$ cat config.mk
export PLATFORM = sky130hd
export DESIGN_NAME = fifo_pkt_rd
export DESIGN_NICKNAME = d
export VERILOG_FILES = /design/src/rtl/fifo_pkt_rd.sv
export SDC_FILE = /design/constraint.sdc
export NUM_CORES = 1
export LEC_CHECK = 0
export CAP_MARGIN = 20
export CORE_MARGIN = 3
export CORE_UTILIZATION = 49
export CTS_BUF_LIST = sky130_fd_sc_hd__clkbuf_16
export DETAILED_ROUTE_END_ITERATION = 8
export PLACE_DENSITY = 0.79
export SYNTH_ARGS = -nofsm -noshare
export SYNTH_HDL_FRONTEND = slang
export SYNTH_SLANG_ARGS = --single-unit
$ cat constraint.sdc
create_clock -name rdclk -period 1.8 [get_ports rdclk]
set_clock_uncertainty 0.1 [all_clocks]
set_input_delay 0.54 -clock rdclk [delete_from_list [all_inputs] [get_ports rdclk]]
set_output_delay 0.54 -clock rdclk [all_outputs]
set_load 0.05 [all_outputs]
$ cat src/rtl/fifo_pkt_rd.sv
// Read-side packetiser: drains a dual-clock FIFO read port into fixed-length
// sop/eop-framed packets on a valid/ready stream, absorbing read latency in a 3-deep buffer.
//
// state | meaning
// IDLE  | waiting for a full packet to be resident in the FIFO
// BURST | issuing rdreq for the current packet, throttled by buffer space
// GAP   | one settle cycle so rdusedw reflects the last read before IDLE re-checks
module fifo_pkt_rd #(
  parameter int kuan    = 16,
  parameter int shenbit = 11,
  parameter int pkt_len = 256
) (
  input  logic               rdclk,
  input  logic               aclr,
  input  logic [shenbit-1:0] rdusedw,
  input  logic [kuan-1:0]    fifo_q,
  output logic               rdreq,
  output logic [kuan-1:0]    out_data,
  output logic               out_valid,
  output logic               out_sop,
  output logic               out_eop,
  input  logic               out_ready,
  output logic [15:0]        pkt_cnt
);

  localparam logic [shenbit-1:0] LEN  = shenbit'(pkt_len);
  localparam logic [shenbit-1:0] LAST = shenbit'(pkt_len - 1);
  localparam logic [shenbit-1:0] ONE  = shenbit'(1);

  typedef enum logic [1:0] {IDLE, BURST, GAP} state_t;

  state_t             state;
  logic [shenbit-1:0] issued;
  logic [shenbit-1:0] widx;
  logic               inflight;
  logic [1:0]         occ;
  logic [1:0]         head;
  logic [1:0]         tail;
  logic [kuan-1:0]    buf_data [3];
  logic [2:0]         buf_sop;
  logic [2:0]         buf_eop;
  logic               push;
  logic               pop;
  logic [2:0]         space_used;

  function automatic logic [1:0] ptr_inc(input logic [1:0] p);
    return (p == 2'd2) ? 2'd0 : p + 2'd1;
  endfunction

  // Counting the in-flight word reserves its slot before it lands.
  assign space_used = {1'b0, occ} + {2'b00, inflight};
  assign rdreq      = (state == BURST) && (issued < LEN) && (space_used < 3'd3);

  assign push      = inflight;
  assign out_valid = (occ != 2'd0);
  assign pop       = out_valid && out_ready;
  assign out_data  = buf_data[head];
  assign out_sop   = out_valid && buf_sop[head];
  assign out_eop   = out_valid && buf_eop[head];

  always_ff @(posedge rdclk or negedge aclr) begin
    if (!aclr) begin
      state  <= IDLE;
      issued <= '0;
    end else begin
      case (state)
        IDLE: begin
          if (rdusedw >= LEN) state <= BURST;
        end
        BURST: begin
          if (rdreq) begin
            if (issued == LAST) begin
              issued <= '0;
              state  <= GAP;
            end else begin
              issued <= issued + ONE;
            end
          end
        end
        GAP: state <= IDLE;
        default: state <= IDLE;
      endcase
    end
  end

  always_ff @(posedge rdclk or negedge aclr) begin
    if (!aclr) inflight <= 1'b0;
    else       inflight <= rdreq;
  end

  always_ff @(posedge rdclk or negedge aclr) begin
    if (!aclr) begin
      head    <= 2'd0;
      tail    <= 2'd0;
      occ     <= 2'd0;
      widx    <= '0;
      buf_sop <= 3'b000;
      buf_eop <= 3'b000;
      for (int i = 0; i < 3; i++) buf_data[i] <= '0;
    end else begin
      if (push) begin
        buf_data[tail] <= fifo_q;
        buf_sop[tail]  <= (widx == '0);
        buf_eop[tail]  <= (widx == LAST);
        tail           <= ptr_inc(tail);
        widx           <= (widx == LAST) ? '0 : widx + ONE;
      end
      if (pop) head <= ptr_inc(head);
      case ({push, pop})
        2'b10:   occ <= occ + 2'd1;
        2'b01:   occ <= occ - 2'd1;
        default: occ <= occ;
      endcase
    end
  end

  always_ff @(posedge rdclk or negedge aclr) begin
    if (!aclr)                pkt_cnt <= 16'd0;
    else if (pop && out_eop)  pkt_cnt <= pkt_cnt + 16'd1;
  end

  // The rdreq space rule makes this unreachable; a hit means the throttle is broken.
  a_no_overflow: assert property (@(posedge rdclk) disable iff (!aclr) !(push && occ == 2'd3));

endmodule
Word level (Yosys, flattened, before mapping)
Index checks and enable logic that the tools add are counted.
{"block": "op_classes", "add_sub_neg": 8, "magnitude_cmp": 9, "n_mux": 23, "eq_ne": 10, "reduce_logical": 14, "bitwise": 2}
{"cell": "$bwmux 48", "n": 1}
{"cell": "$mux 16", "n": 3}
{"cell": "$bmux 16 s2", "n": 1}
{"cell": "$demux 16 s2", "n": 1}
{"cell": "$add 11x1->11 const B", "n": 2}
{"cell": "$eq 11x8->1 const B", "n": 2}
{"cell": "$mux 11", "n": 2}
{"cell": "$add 16x1->16 const B", "n": 1}
{"cell": "$ge 11x9->1 const B", "n": 1}
{"cell": "$logic_not 11->1", "n": 1}
{"cell": "$lt 11x9->1 const B", "n": 1}
{"cell": "$mux 2", "n": 5}
{"cell": "$logic_and 1x1->1", "n": 8}
{"cell": "$pmux 2 s2", "n": 2}
{"cell": "$add 2x1->2 const B", "n": 3}
{"cell": "$bwmux 3", "n": 2}
{"cell": "$eq 2x2->1 const B", "n": 3}
{"cell": "$ge 3x3->1 const B", "n": 2}
{"cell": "$lt 2x3->1 const B", "n": 2}
{"cell": "$not 2->3", "n": 2}
{"cell": "$bmux 1 s2", "n": 2}
{"cell": "$eq 2x1->1 const B", "n": 2}
{"cell": "$ne 2x2->1 const B", "n": 2}
{"cell": "$reduce_bool 2->1", "n": 2}
{"cell": "other kinds (11)", "n": 13}
{"block": "word_totals", "regBits": 101}

Logic depth before layout (Yosys ltp)
Gate-level depths: netlist (run 1).
{"block": "logic_depth", "word_depth": 6, "mapped_depth": 8}

Worst setup path before layout (run 1)
No wires, ideal clock.
{"block": "synth_path", "path_kind": "reg-to-output", "from": "register head[1]", "to": "output port out_data[10]", "setup_slack_ps": -858, "n_path_buf": 2, "t_arrival_ps": 2018, "stages_incl_launch_ff": 5, "path_cell_list": "dfrtp_1 > buf_4 > buf_2 > mux2i_1 > o21ai_0"}
{"block": "synth_between", "elab_chain_cells": 4}
{"element": "from (decl)", "line_no": "37", "source": "logic [1:0] head;"}
{"element": "from (signal assigned)", "line_no": "108", "source": "if (pop) head <= ptr_inc(head);"}
{"element": "$not 2->3 (not written as such)", "line_no": "57", "source": "assign out_data = buf_data[head];"}
{"element": "$bmux 16 s2", "line_no": "57"}
{"element": "$mux 16 (not written as such) (2 in series)", "line_no": "57"}
{"element": "to (decl)", "line_no": "18", "source": "output logic [kuan-1:0] out_data,"}
Every way passes these cells. The select of a mux whose other input is x is not followed.

Final worst setup path (run 1)
{"block": "layout_path", "from": "register occ[0]", "to": "output port rdreq"}
{"block": "layout_between", "elab_chain_cells": 3}
{"element": "from (decl)", "line_no": "36", "source": "logic [1:0] occ;"}
{"element": "from (signal assigned)", "line_no": "110", "source": "2'b10: occ <= occ + 2'd1;"}
{"element": "from (signal assigned)", "line_no": "111", "source": "2'b01: occ <= occ - 2'd1;"}
{"element": "$add 2x1->3", "line_no": "51", "source": "assign space_used = {1'b0, occ} + {2'b00, inflight};"}
{"element": "$lt 3x2->1", "line_no": "52", "source": "assign rdreq = (state == BURST) && (issued < LEN) && (space_used < 3'd3);"}
{"element": "$logic_and 1x1->1", "line_no": "52"}
{"element": "to (decl)", "line_no": "17", "source": "output logic rdreq,"}
Every way passes these cells.

==> results of run 1 <==
cell type report:
| type | instances | area (µm²) |
|---|---|---|
| clock buffer | 9 | 225 |
| inverter | 8 | 32.5 |
| fill | 535 | 2330 |
| timing repair buffer | 89 | 1270 |
| multi-input combinational | 294 | 2330 |
| clock inverter | 7 | 80.1 |
| tap | 108 | 135 |
| sequential | 101 | 2530 |
per-layer routing:
layer / track usage, % / wire (µm)
met4: 8.96 / 207
met1: 26.7 / 4470
met5: 0 / 0
met3: 2.64 / 343
met2: 35.8 / 5710
kinds of logic (layout without fill, tap and decap cells):
kind of cell,after synthesis,count (layout)
DFF,101,101
muxes,53,53
AOI/OAI and AO/OA,37,37
adders and majority gates,7,7
and+or+nand+nor,168,168
xor gates and xnor gates,29,29
buffers and inverters,28,113
worst register-to-register path, stage by stage (launching register included):
cell and delay, ps:
dfrtp_2 450, buf_6 150, mux2i_2 230, o21ai_2 90, buf_4 190, nand2_2 90, mux2_2 340
placed cells by master (no fill, tap or decap), drive strengths merged, types with 2 or more instances in the layout:
| cell type | synthesis | final |
|---|---|---|
| dfrtp | 101 | 101 |
| nand4 | 13 | 13 |
| nor3 | 8 | 8 |
| or3 | 2 | 2 |
| mux2 | 34 | 34 |
| clkbuf | 11 | 9 |
| xor2 | 5 | 5 |
| nor4 | 3 | 3 |
| a21o | 2 | 2 |
| and2 | 4 | 4 |
| nand2 | 91 | 91 |
| clkdlybuf4s50 | 0 | 20 |
| inv | 8 | 12 |
| o21ai | 30 | 30 |
| nand3 | 21 | 21 |
| and3 | 4 | 4 |
| and4 | 2 | 2 |
| a31oi | 2 | 2 |
| mux2i | 19 | 19 |
| buf | 9 | 69 |
| ha | 7 | 7 |
| clkinv | 0 | 2 |
| xnor2 | 24 | 24 |
| nor2 | 15 | 15 |
power breakdown:
| part | leakage (nW) | switching (W) | total [W] | internal, W |
|---|---|---|---|---|
| sequential | 1.27 | 0.000777 | 0.00387 | 0.00310 |
| combinational | 1.54 | 0.00375 | 0.00733 | 0.00358 |
| clock | 0.150 | 0.000888 | 0.00199 | 0.00110 |
how the worst max path moves through the flow:
| stage | startpoint | endpoint | slack, ps | cells after the start |
|---|---|---|---|---|
| after CTS | inflight$_DFF_PN0_ | rdreq | -430 | 6 |
| after floorplan | head[0]$_DFFE_PN0P_ | out_data[3] | -230 | 2 |
| final | occ[0]$_DFFE_PN0P_ | rdreq | -420 | 6 |
| after global routing | inflight$_DFF_PN0_ | rdreq | -490 | 6 |
| after global placement | out_ready | occ[1]$_DFFE_PN0P_ | -200 | 7 |
| after detailed placement | out_ready | pkt_cnt[1]$_DFFE_PN0P_ | -230 | 6 |
stage by stage:
step / instance area, µm² / worst slack, ps / power [W] / hold WS (ps) / TNS [ps]
2_1_floorplan: 4790 / -228 / 0.00775 / 144 / -1420
3_3_place_gp: 5980 / -204 / 0.0101 / 267 / -2180
3_5_place_dp: 5980 / -231 / 0.0103 / 269 / -2780
4_1_cts: 6410 / -427 / 0.0127 / 20.5 / -7020
5_1_grt: 6600 / -485 / 0.0138 / 29.0 / -8600
6_report: 6600 / -419 / 0.0132 / 16.3 / -7680
sequential cells by signal, indices dropped and copies added (netlist names):
name / cells
buf_data: 48
pkt_cnt: 16
tail: 2
inflight: 1
issued: 11
occ: 2
state: 2
widx: 11
buf_eop: 3
buf_sop: 3
head: 2
what timing repair did:
item,4_1_cts,5_1_grt
setup buffers,0,2
pin swaps,4,7
cloned,1,0
endpoints found under the setup margin,21,39
gates resized for setup,34,37
==> metrics.yaml, run 1 <==
start_util_pct: 51.7
cp_num_buf_inv: 2
die_w_um: 103
finalSetupViolations: 20
relSlewSlack_pct: 73.4
dp_hpwl_mm: 6.96
routedWlPerCell_um: 17.4
cts.sinks: 101
grt_pass1_vias: 3586
drtPass1Iterations: 4
async_flop_share_pct: 100
grt-ovfl-total: 0
final_cell_count_no_fill: 616
grt_first_pass_wirelength_mm: 17.2
synth-main-ff-cell: "dfrtp_1"
cp.required_ps: 1160
cts_tree: "yes"
cts_buffer_depth: 2
synth_cell_types: 39
yosys_warnings: 0
ys_seq_area_share_pct: 54.7
ant_nets: 0
synth-compound-area-share_pct: 4.39
setup_ws_ps: -419
postLayoutCoreUtil_pct: 73.9
htreeDepth: 3
cp_slowest_cell: "dfrtp_1"
synth_cells: 423
vias: 3483
drcViolationCount: 0
rsz0062_at_grt: "yes"
drt_iter0_markers: 153
synthAdderAreaFrac_pct: 1.90
grtUsageTotal_pct: 20.9
syn_area_per_cell_um2: 10.9
crit_chain: "ha_2 -> ha_4 -> nand2_2 -> nand4b_1 -> inv_2 -> buf_12"
yosysMostFrequentCell: "dfrtp_1"
powerDensity_nw_per_um2: 2000
portBuffers: 57
hold_violations: 0
synth-edff-count: 0
dieArea_um2: 10600
yosys-top-cells-area: "dfrtp_1, nand2_1, mux2_4"
crit_path_end_kind: "primary output"
routabilityCongestion: 0.904
max_stage_delay_ps: 390
r2r-end: "pkt_cnt[1]$_DFFE_PN0P_"
path_class: "reg2out"
die_y_um: 103
ioPinCount: 66
area_delta_synth_final_pct: 42.9
worstSetupStartpointType: "register"
clk_pin_slew_worst_paths_ps: 70
drv_cap: 0
synth_top_cell_area_share_pct: 54.7
clock_latency_ps: 340
drive_gt1_share_pct: 34.6
slew_violations: 0
grt_antenna_before_repair: 0
synth-simple-area-share_pct: 16.7
layout.nets: 540
muxShareOfSynthArea_pct: 13.7
cts_root_buf: "clkbuf_16"
tightest_slew_ps: 399
dp_cells: 598
failed_checks: "negative setup slack"
placementRows: 34
ir_drop_mv: 1.44
postCtsHoldBufs: 0
status: "complete, but fails checks"
max_freq_mhz: 451
syn_nets: 460
synth.cell_area_um2: 4620
avgViaCountPerCell: 5.65
critPathMaxFanout: 2
cts-buffers-inserted: 9
routed_wl_mm: 10.7
rr_startpoint: "head[1]$_DFFE_PN0P_"
holdCritPathClass: "in2async"
critical_path_arrival_ps: 1580
yosys-top-cells-count: "dfrtp_1, nand2_1, o21ai_0"
synth_seq_cells: 101
ff2ff_setup_slack_ps: 40
synth_top_family_by_area: "simple AND/OR/NAND/NOR gates"
reg2regPathDepth: 6
post-route-period-util_pct: 123
yosys.area.top_type: "dfrtp_1"
diodes: 0
core_um2: 8930
min_period_ps: 2220
synth_xor_area_share_pct: 5.50
critPathTopFamily: "adder cells"
grt_max_degree: 31
p_leak_nw: 2.96
Power figures use the tool's default switching activity.
==> inputs of run 2 (changes only) <==
Clock period 1.8 ns to 1.9 ns, I/O delays scaled along.
==> run 2 against run 1 <==
The run still ends with negative setup slack left. Global-route usage grew 0.30 points. Critical path type unchanged. Die area stayed put. Sequential share of layout area increased by 0.51 points. Setup slack improved by 84 ps.
==> metrics.yaml, run 2 (synthesis gave the netlist of run 1 again) <==
status: "complete, but fails checks"
failed_checks: "negative setup slack"
grt-ovfl-total: 0  # unchanged
crit_chain: "clkbuf_16 -> mux2i_4 -> o21ai_4 -> buf_12"
holdCritPathClass: "in2async"
critPathTopFamily: "flip-flops"
grt_antenna_before_repair: 0  # unchanged
max_stage_delay_ps: 480  # +90 ps
avgViaCountPerCell: 5.59  # -1.1%
hold_violations: 0  # unchanged
crit_path_end_kind: "primary output"
die_y_um: 103  # unchanged
p_leak_nw: 2.90  # -1.8%
max_freq_mhz: 447
drcViolationCount: 0  # unchanged
area_delta_synth_final_pct: 41.1
ant_nets: 0  # unchanged
drtPass1Iterations: 5  # +1
cts-buffers-inserted: 9  # unchanged
routed_wl_mm: 10.8  # +0.75%
path_class: "reg2out"
powerDensity_nw_per_um2: 1910  # -4.4%
setup_ws_ps: -335  # +84.0 ps
postCtsHoldBufs: 0  # unchanged
die_w_um: 103  # unchanged
dpl_cell_area_um2: 5880  # -1.7%
grtUsageTotal_pct: 21.2  # +0.30 points
layout_commonest_cell: "dfrtp_1"
drt_iter0_markers: 191  # +25%
cp.required_ps: 1230  # +70 ps
regMostFlops: "buf_data"
htreeDepth: 3  # unchanged
finalSetupViolations: 20  # unchanged
dieArea_um2: 10600  # unchanged
start_util_pct: 51.7  # unchanged
largest_reg_flops: 48  # unchanged
placementRows: 34  # unchanged
vias: 3416  # -1.9%
cts_buffer_depth: 2  # unchanged
cts_root_buf: "clkbuf_16"
min_period_ps: 2230
routabilityCongestion: 0.807  # -11%
ioPinCount: 66  # unchanged
final_cell_count_no_fill: 611  # -0.81%
post-route-period-util_pct: 118
relSlewSlack_pct: 64.2  # -9.1 points
cp_slowest_cell: "dfrtp_2"
routedWlPerCell_um: 17.7  # +1.6%
core_um2: 8930  # unchanged
critPathMaxFanout: 8  # +6
drive_gt1_share_pct: 33.6  # -1.0 points
ir_drop_mv: 1.52  # +5.6%
portBuffers: 57  # unchanged
clock_latency_ps: 340  # about the same
dp_cells: 589  # -1.5%
layout.nets: 535  # -0.93%
mostFrequentLayoutCells: "dfrtp_1, nand2_1, buf_12, xnor2_1, nand3_1"
worstSetupStartpointType: "register"
grt_max_degree: 102  # +230%
critical_path_arrival_ps: 1560  # -20 ps
slew_violations: 0  # unchanged
grt_first_pass_wirelength_mm: 17.5  # +1.4%
cts.sinks: 101  # unchanged
top_regs: "buf_data (48), pkt_cnt (16)"
cts_tree: "yes"
stdcell_area_um2: 6520  # -1.3%
tightest_slew_ps: 536  # +137 ps
clk_pin_slew_worst_paths_ps: 80  # about the same
grt_pass1_vias: 3611  # +0.70%
rsz0062_at_grt: "yes"
dp_hpwl_mm: 6.66  # -4.3%
drv_cap: 0  # unchanged
cp_num_buf_inv: 2  # unchanged
diodes: 0  # unchanged
==> run 2: power by group <==
| part | switching [W] | internal, W | leakage, nW | total (W) |
|---|---|---|---|---|
| logic | 0.00356 | 0.00338 | 1.50 | 0.00694 |
| registers | 0.000740 | 0.00294 | 1.27 | 0.00368 |
| clock network | 0.000801 | 0.00103 | 0.140 | 0.00183 |
| total | 0.00510 | 0.00734 | 2.90 | 0.0124 |
==> run 2: area by class of cell <==
| type | count | area [µm²] |
|---|---|---|
| clock buffer | 9 | 225 |
| clock inverter | 7 | 73.8 |
| fill | 539 | 2420 |
| inverter | 8 | 32.5 |
| multi-input combinational | 294 | 2300 |
| sequential | 101 | 2530 |
| tap | 108 | 135 |
| timing repair buffer | 84 | 1220 |
==> run 2: worst reg2reg max path, cell delays in order, from the launching register on <==
cell	delay, ps
dfrtp_2	470
buf_6	150
mux2i_1	220
o21ai_2	70
buf_4	180
nand2_1	130
mux2_2	350
==> run 2: routing by layer <==
metal	vias to the layer above	wire, µm	global-route usage [%]
li1	1603	-	-
met1	1711	4510	26.7
met2	94	5760	36.8
met3	8	464	3.86
met4	0	76	7.37
met5	-	0	0
==> run 2: timing repair <==
action | CTS | global route
setup endpoints to repair | 20 | 22
buffers inserted | 3 | 2
endpoints found under the hold margin | 0 | 0
gates resized for setup | 36 | 29
cloned | 1 | 1
pin swaps | 2 | 4
==> run 2: final timing paths <==
path | cells after the start | startpoint | end | slack, ps
min reg2reg | 0 | issued[8]$_DFFE_PN0P_ | issued[8]$_DFFE_PN0P_ | 280
min | 2 | aclr | buf_data[24]$_DFFE_PN0P_ | 170
max reg2reg | 6 | head[1]$_DFFE_PN0P_ | pkt_cnt[1]$_DFFE_PN0P_ | 120
min in group rdclk | 0 | issued[8]$_DFFE_PN0P_ | issued[8]$_DFFE_PN0P_ | 280
max in group asynchronous | 2 | aclr | head[1]$_DFFE_PN0P_ | 1100
max | 4 | head[1]$_DFFE_PN0P_ | out_data[6] | -330
==> run 2: metrics by stage <==
step | setup WS [ps] | total power, W | hold WS, ps | TNS [ps] | util [%]
floorplan | -165 | 0.00730 | 174 | -1050 | -
global placement | -130 | 0.00943 | 268 | -362 | 65.8
detailed placement | -169 | 0.00967 | 270 | -610 | 65.8
CTS | -344 | 0.0120 | 207 | -5660 | 71.0
global route | -400 | 0.0131 | 212 | -7130 | 72.9
finish | -335 | 0.0124 | 175 | -6180 | 72.9
